===== config.mk =====
export PLATFORM = sky130hd
export DESIGN_NAME = writeback_stage
export DESIGN_NICKNAME = d
export VERILOG_FILES = /design/src/rtl/writeback_stage.sv
export SDC_FILE = /design/constraint.sdc
export NUM_CORES = 1
export LEC_CHECK = 0
export CAP_MARGIN = 25
export CORE_MARGIN = 2
export CORE_UTILIZATION = 46
export DETAILED_ROUTE_END_ITERATION = 7
export PLACE_DENSITY = 0.95
export SLEW_MARGIN = 30
export SYNTH_ARGS = -nofsm -noshare
export SYNTH_HDL_FRONTEND = slang
export SYNTH_SLANG_ARGS = --single-unit

===== constraint.sdc =====
create_clock -name clk -period 5.2 [get_ports clk]
set_input_delay 1.04 -clock clk [delete_from_list [all_inputs] [get_ports clk]]
set_output_delay 1.04 -clock clk [all_outputs]
set_load 0.02 [all_outputs]

===== src/rtl/writeback_stage.sv =====
// Registered writeback: selects ALU/load/PC+4/CSR result, 1-cycle latency after completion; in_ready=0 while a load is outstanding.
// Optional WB_LOAD_ALIGN_EN enables the funct3/addr_lo load formatter; otherwise load data passes through unchanged.
module writeback_stage #(
    parameter int XLEN = 32,
    parameter int RA_W = 5
) (
    input  logic            clk,
    input  logic            rst_n,
    input  logic            in_valid,
    output logic            in_ready,
    input  logic            in_reg_wr,
    input  logic [RA_W-1:0] in_rd,
    input  logic [1:0]      in_wb_sel,
    input  logic [XLEN-1:0] in_alu_result,
    input  logic [XLEN-1:0] in_pc,
    input  logic [XLEN-1:0] in_csr_rdata,
    input  logic [2:0]      in_funct3,
    input  logic [1:0]      in_addr_lo,
    input  logic            mem_rsp_valid,
    input  logic [XLEN-1:0] mem_rsp_data,
    input  logic            flush,
    output logic            rf_we,
    output logic [RA_W-1:0] rf_waddr,
    output logic [XLEN-1:0] rf_wdata,
    output logic [XLEN-1:0] retire_count,
    output logic            rsp_err
);

    typedef enum logic {IDLE, WAIT_LOAD} state_t;

    state_t            state_q, state_d;
    logic [RA_W-1:0]   rd_q, rd_d;
    logic              reg_wr_q, reg_wr_d;
    logic [2:0]        funct3_q, funct3_d;
    logic [1:0]        addr_lo_q, addr_lo_d;
    logic              rf_we_q, rf_we_d;
    logic [RA_W-1:0]   rf_waddr_q, rf_waddr_d;
    logic [XLEN-1:0]   rf_wdata_q, rf_wdata_d;
    logic [XLEN-1:0]   retire_q, retire_d;
    logic              rsp_err_q, rsp_err_d;

    logic              accept;
    logic              is_load;
    logic              cmp_vld;
    logic [RA_W-1:0]   cmp_rd;
    logic              cmp_wr;
    logic [XLEN-1:0]   cmp_data;
    logic [XLEN-1:0]   src_data;
    logic [XLEN-1:0]   load_now;
    logic [XLEN-1:0]   load_held;

`ifdef WB_LOAD_ALIGN_EN
    function automatic logic [XLEN-1:0] fmt_load(input logic [XLEN-1:0] d,
                                                 input logic [2:0]      f3,
                                                 input logic [1:0]      lo);
        logic [7:0]  b;
        logic [15:0] h;
        b = 8'(d >> {lo, 3'b000});
        h = 16'(d >> {lo[1], 4'b0000});
        case (f3)
            3'b000:  fmt_load = {{(XLEN-8){b[7]}}, b};
            3'b100:  fmt_load = {{(XLEN-8){1'b0}}, b};
            3'b001:  fmt_load = {{(XLEN-16){h[15]}}, h};
            3'b101:  fmt_load = {{(XLEN-16){1'b0}}, h};
            default: fmt_load = d;
        endcase
    endfunction

    assign load_now  = fmt_load(mem_rsp_data, in_funct3, in_addr_lo);
    assign load_held = fmt_load(mem_rsp_data, funct3_q, addr_lo_q);
`else
    logic unused_fmt;
    assign load_now   = mem_rsp_data;
    assign load_held  = mem_rsp_data;
    assign unused_fmt = ^{in_funct3, in_addr_lo, funct3_q, addr_lo_q};
`endif

    assign in_ready = (state_q == IDLE);
    assign accept   = in_valid && in_ready;
    assign is_load  = (in_wb_sel == 2'b01);

    always_comb begin
        src_data = in_alu_result;
        case (in_wb_sel)
            2'b00:   src_data = in_alu_result;
            2'b01:   src_data = load_now;
            2'b10:   src_data = in_pc + XLEN'(4);
            default: src_data = in_csr_rdata;
        endcase
    end

    always_comb begin
        state_d    = state_q;
        rd_d       = rd_q;
        reg_wr_d   = reg_wr_q;
        funct3_d   = funct3_q;
        addr_lo_d  = addr_lo_q;
        rf_we_d    = 1'b0;
        rf_waddr_d = rf_waddr_q;
        rf_wdata_d = rf_wdata_q;
        retire_d   = retire_q;
        rsp_err_d  = rsp_err_q;
        cmp_vld    = 1'b0;
        cmp_rd     = in_rd;
        cmp_wr     = in_reg_wr;
        cmp_data   = src_data;

        case (state_q)
            IDLE: begin
                if (accept && !flush) begin
                    if (!is_load || mem_rsp_valid) begin
                        cmp_vld = 1'b1;
                    end else begin
                        rd_d      = in_rd;
                        reg_wr_d  = in_reg_wr;
                        funct3_d  = in_funct3;
                        addr_lo_d = in_addr_lo;
                        state_d   = WAIT_LOAD;
                    end
                end
                // A response with no load to consume is a protocol error, not data.
                if (mem_rsp_valid && !(accept && is_load) && !flush) begin
                    rsp_err_d = 1'b1;
                end
            end
            WAIT_LOAD: begin
                if (flush) begin
                    state_d = IDLE;
                end else if (mem_rsp_valid) begin
                    cmp_vld  = 1'b1;
                    cmp_rd   = rd_q;
                    cmp_wr   = reg_wr_q;
                    cmp_data = load_held;
                    state_d  = IDLE;
                end
            end
            default: state_d = IDLE;
        endcase

        if (cmp_vld) begin
            retire_d = retire_q + XLEN'(1);
            if (cmp_wr && (cmp_rd != '0)) begin
                rf_we_d    = 1'b1;
                rf_waddr_d = cmp_rd;
                rf_wdata_d = cmp_data;
            end
        end
    end

    always_ff @(posedge clk) begin
        if (!rst_n) begin
            state_q    <= IDLE;
            rd_q       <= '0;
            reg_wr_q   <= 1'b0;
            funct3_q   <= '0;
            addr_lo_q  <= '0;
            rf_we_q    <= 1'b0;
            rf_waddr_q <= '0;
            rf_wdata_q <= '0;
            retire_q   <= '0;
            rsp_err_q  <= 1'b0;
        end else begin
            state_q    <= state_d;
            rd_q       <= rd_d;
            reg_wr_q   <= reg_wr_d;
            funct3_q   <= funct3_d;
            addr_lo_q  <= addr_lo_d;
            rf_we_q    <= rf_we_d;
            rf_waddr_q <= rf_waddr_d;
            rf_wdata_q <= rf_wdata_d;
            retire_q   <= retire_d;
            rsp_err_q  <= rsp_err_d;
        end
    end

    assign rf_we        = rf_we_q;
    assign rf_waddr     = rf_waddr_q;
    assign rf_wdata     = rf_wdata_q;
    assign retire_count = retire_q;
    assign rsp_err      = rsp_err_q;

endmodule


==> results.yml <==
outcome:
  outcome: "finished, final reports clean"
synthesis:
  synth_edf_count: 0
  yosys_warnings: 0
  postSynthCellCount: 640
  synthArstFlopShare: 0
  synth_cell_types: 52
  synth_mux_area_frac: 0.0529
  synth_top_family_by_area: "simple AND/OR/NAND/NOR gates"
  synth-simple-area-share: 0.275
  avgSynthCellArea_um2: 7.65
  synth_nets: 788
  netlist_area_um2: 4900
  synth-adder-area-share: 0.00511
  seq_area_frac_synth: 0.319
  synthXorXnorAreaFrac: 0.0930
  synth_seq_cells: 78
  synthFlopType: "dfxtp_1"
  synth_compound_area_frac: 0.206
detailed_routing:
  top_layer_used: "met4"
  viasPerCell: 5.88
  wl_met1_mm: 6.58
  dr.pass1.iters: 5
  wl_met2_mm: 7.90
  drt_iter0_markers: 457
  drc: 0
  wl_per_cell_um: 17.0
  vias: 5659
  dr_wl_met3_mm: 1.29
  wl_mm: 16.3
  ant_nets: 0
grt:
  grt_pass1_vias: 5251
  grt_pass1_wl_mm: 25.6
  grt_overflow_total: 0
  grt_antenna_before_repair: 0
  grt.total_usage: 0.278
  grt_max_degree: 68
timing:
  timing.slew.headroom: 0.378
  finClkSkew_ns: 0.0102
  setup_tns_ns: 0
  max_slew.worst_pin.slew_ns: 0.931
  finalCritPeriodShare: 0.636
  slew_viol_final: 0
  worst_slack_ns: 1.90
  period_minus_slack_ns: 3.30
  fmax_mhz: 303
  hold_violations: 0
  finalSetupViolations: 0
  rsz0062_at_grt: "no"
worst_setup_path:
  required_ns: 5.40
  reg2reg_from: "state_q$_SDFF_PN0_"
  reg2reg_slack_ns: 2.72
  worstSetupPathType: "in -> reg"
  cp_slowest_cell: "nand4_1"
  cp-start-kind: "input pin"
  path_cells: "clkdlybuf4s50_1, nor2b_1, o21bai_1, nand4_1, nor4_1, xnor2_1, nor2_1"
  endpoint_kind: "flip-flop"
  crit_start: "in_wb_sel[1]"
  slowest_delay_ns: 0.67
  worst-path-max-fanout: 17
  worst-path-buf-inv: 1
  crit_family: "simple AND/OR/NAND/NOR gates"
  crit_arrival_ns: 3.51
floorplanning:
  rows: 37
  ios: 218
  fp.dieArea_um2: 11500
  design.core.area_um2: 10300
  dieWidth_um: 107
  die_h_um: 107
  initial_core_util: 0.474
placed_design:
  numPortBuffers: 212
  gp_congestion: 0.954
  placed_cells: 947
  hpwl_mm: 12.2
  post-place-ws_ns: 1.58
pwr:
  power.leakage_nw: 2.48
  ir_drop_mv: 0.171
  powerDensity_nw_per_um2: 202
clock_network:
  clockBufferDepth: 2
  post-cts-setup-buffers: 0
  clkTransAtPathRegs_ns: 0.09
  hold_buffers: 0
  cts_resized: 0
  htree_levels: 3
  cts_tree: "yes"
  clock-root-buffer: "clkbuf_8"
  cts.sinks: 78
  cts_buffers: 9
  worstSkewPairLatency_ns: 0.34
final_layout:
  n_antenna_cell: 0
  drive_gt1_frac: 0.0496
  nets: 970
  syn_to_final_growth_pct: 48.5
  fin_cells: 963
  nFillCells: 828
hold_path:
  hp-start: "rf_wdata[3]$_SDFFE_PN0P_"
  hold_path.class: "reg -> reg"
flow_run:
  drv_cap: 0
==> state kept, by name (all words and copies together) (netlist names) <==
name / cells
retire_count: 32
rsp_err: 1
rf_we: 1
rf_waddr: 5
rd_q: 5
rf_wdata: 32
state_q: 1
reg_wr_q: 1
==> kinds of logic (layout without fill, tap and decap cells) <==
family	after synthesis	after routing
adder cells (fa/ha/maj)	2	2
flip-flops	78	78
XOR/XNOR	52	52
multiplexers	25	25
AND/OR/NAND/NOR	261	261
AO/OA/AOI/OAI	162	162
buffers and inverters	60	247
==> cells in the final DEF (no fill, tap or decap), types with 6 or more instances in the layout <==
| cell | synthesis | layout |
|---|---|---|
| o21ai_0 | 39 | 39 |
| a31oi_1 | 20 | 20 |
| mux2_2 | 7 | 7 |
| o211ai_1 | 11 | 11 |
| or3_1 | 9 | 9 |
| nand3b_1 | 16 | 16 |
| dfxtp_1 | 78 | 78 |
| clkdlybuf4s50_1 | 0 | 210 |
| nor2_1 | 64 | 63 |
| inv_1 | 12 | 12 |
| nand3_1 | 34 | 34 |
| nor4_1 | 11 | 11 |
| clkbuf_8 | 0 | 10 |
| nand4_1 | 16 | 16 |
| a221oi_1 | 17 | 17 |
| xnor2_1 | 36 | 36 |
| buf_4 | 0 | 6 |
| a21oi_1 | 50 | 50 |
| nor3_1 | 22 | 22 |
| nand2_1 | 60 | 60 |
| xor2_1 | 16 | 16 |
| mux2i_1 | 18 | 18 |
==> metrics by stage <==
step | area [um^2] | power [mW] | hold WS [ns] | util
global placement | 7040 | 0.952 | 0.437 | 0.682
detailed placement | 7040 | 0.956 | 0.447 | 0.682
global route | 7270 | 1.52 | 0.477 | 0.704
floorplan | 4900 | 0.773 | 0.459 | -
CTS | 7270 | 1.47 | 0.456 | 0.704
finish | 7270 | 1.47 | 0.455 | 0.704
==> cell type report <==
type                    instances  area [um^2]  area share
clock buffers                  10          138      0.0189
clock inverters                 6         93.8      0.0129
inverters                      13         48.8     0.00671
multi-input cells             502         3100       0.427
flip-flops and latches         78         1560       0.215
well taps                     136          170      0.0234
repair buffers                218         2160       0.297
==> report_power, final <==
part           total (mW)  switching [mW]  internal (mW)
clock network       0.519           0.232          0.287
logic               0.324           0.150          0.174
registers           0.622         0.00891          0.613
total                1.47           0.391           1.07
==> worst reg2reg max path: stages, from the launching register on <==
cell     delay (ns)
dfxtp_1        0.44
nor2_1         0.08
nor2_1         0.36
nand4_1        0.67
nor4_1         0.56
xnor2_1        0.17
nor2_1         0.06
==> synthesized netlist by cell type (3+ instances only) <==
cell,number,area share
a2111oi_0,3,0.0054
a21oi_1,50,0.051
a221oi_1,17,0.030
a22o_1,3,0.0054
a311oi_1,5,0.0089
a31oi_1,20,0.026
and3_1,5,0.0064
and4_1,5,0.0089
buf_1,3,0.0023
buf_2,8,0.0082
clkbuf_1,35,0.027
dfxtp_1,78,0.32
inv_1,12,0.0092
mux2_2,7,0.016
mux2i_1,18,0.037
nand2_1,60,0.046
nand3_1,34,0.035
nand3b_1,16,0.025
nand4_1,16,0.020
nor2_1,64,0.049
nor3_1,22,0.022
nor3b_1,3,0.0046
nor4_1,11,0.014
o211ai_1,11,0.017
o21ai_0,39,0.040
or3_1,9,0.011
xnor2_1,36,0.064
xor2_1,16,0.029
==> worst paths after layout <==
check                                                     end  cells after the start
worst min register to register       rf_wdata[3]$_SDFFE_PN0P_                      2
worst min-delay path                 rf_wdata[3]$_SDFFE_PN0P_                      2
worst max-delay path            retire_count[28]$_SDFFE_PN0P_                      7
worst max register to register  retire_count[28]$_SDFFE_PN0P_                      6
==> layer usage <==
layer | global-route usage | vias to the layer above
li1 | - | 2703
met1 | 0.341 | 2626
met2 | 0.473 | 285
met3 | 0.0663 | 45
met4 | 0.0955 | 0
met5 | 0 | -
Power figures use the tool's default switching activity.
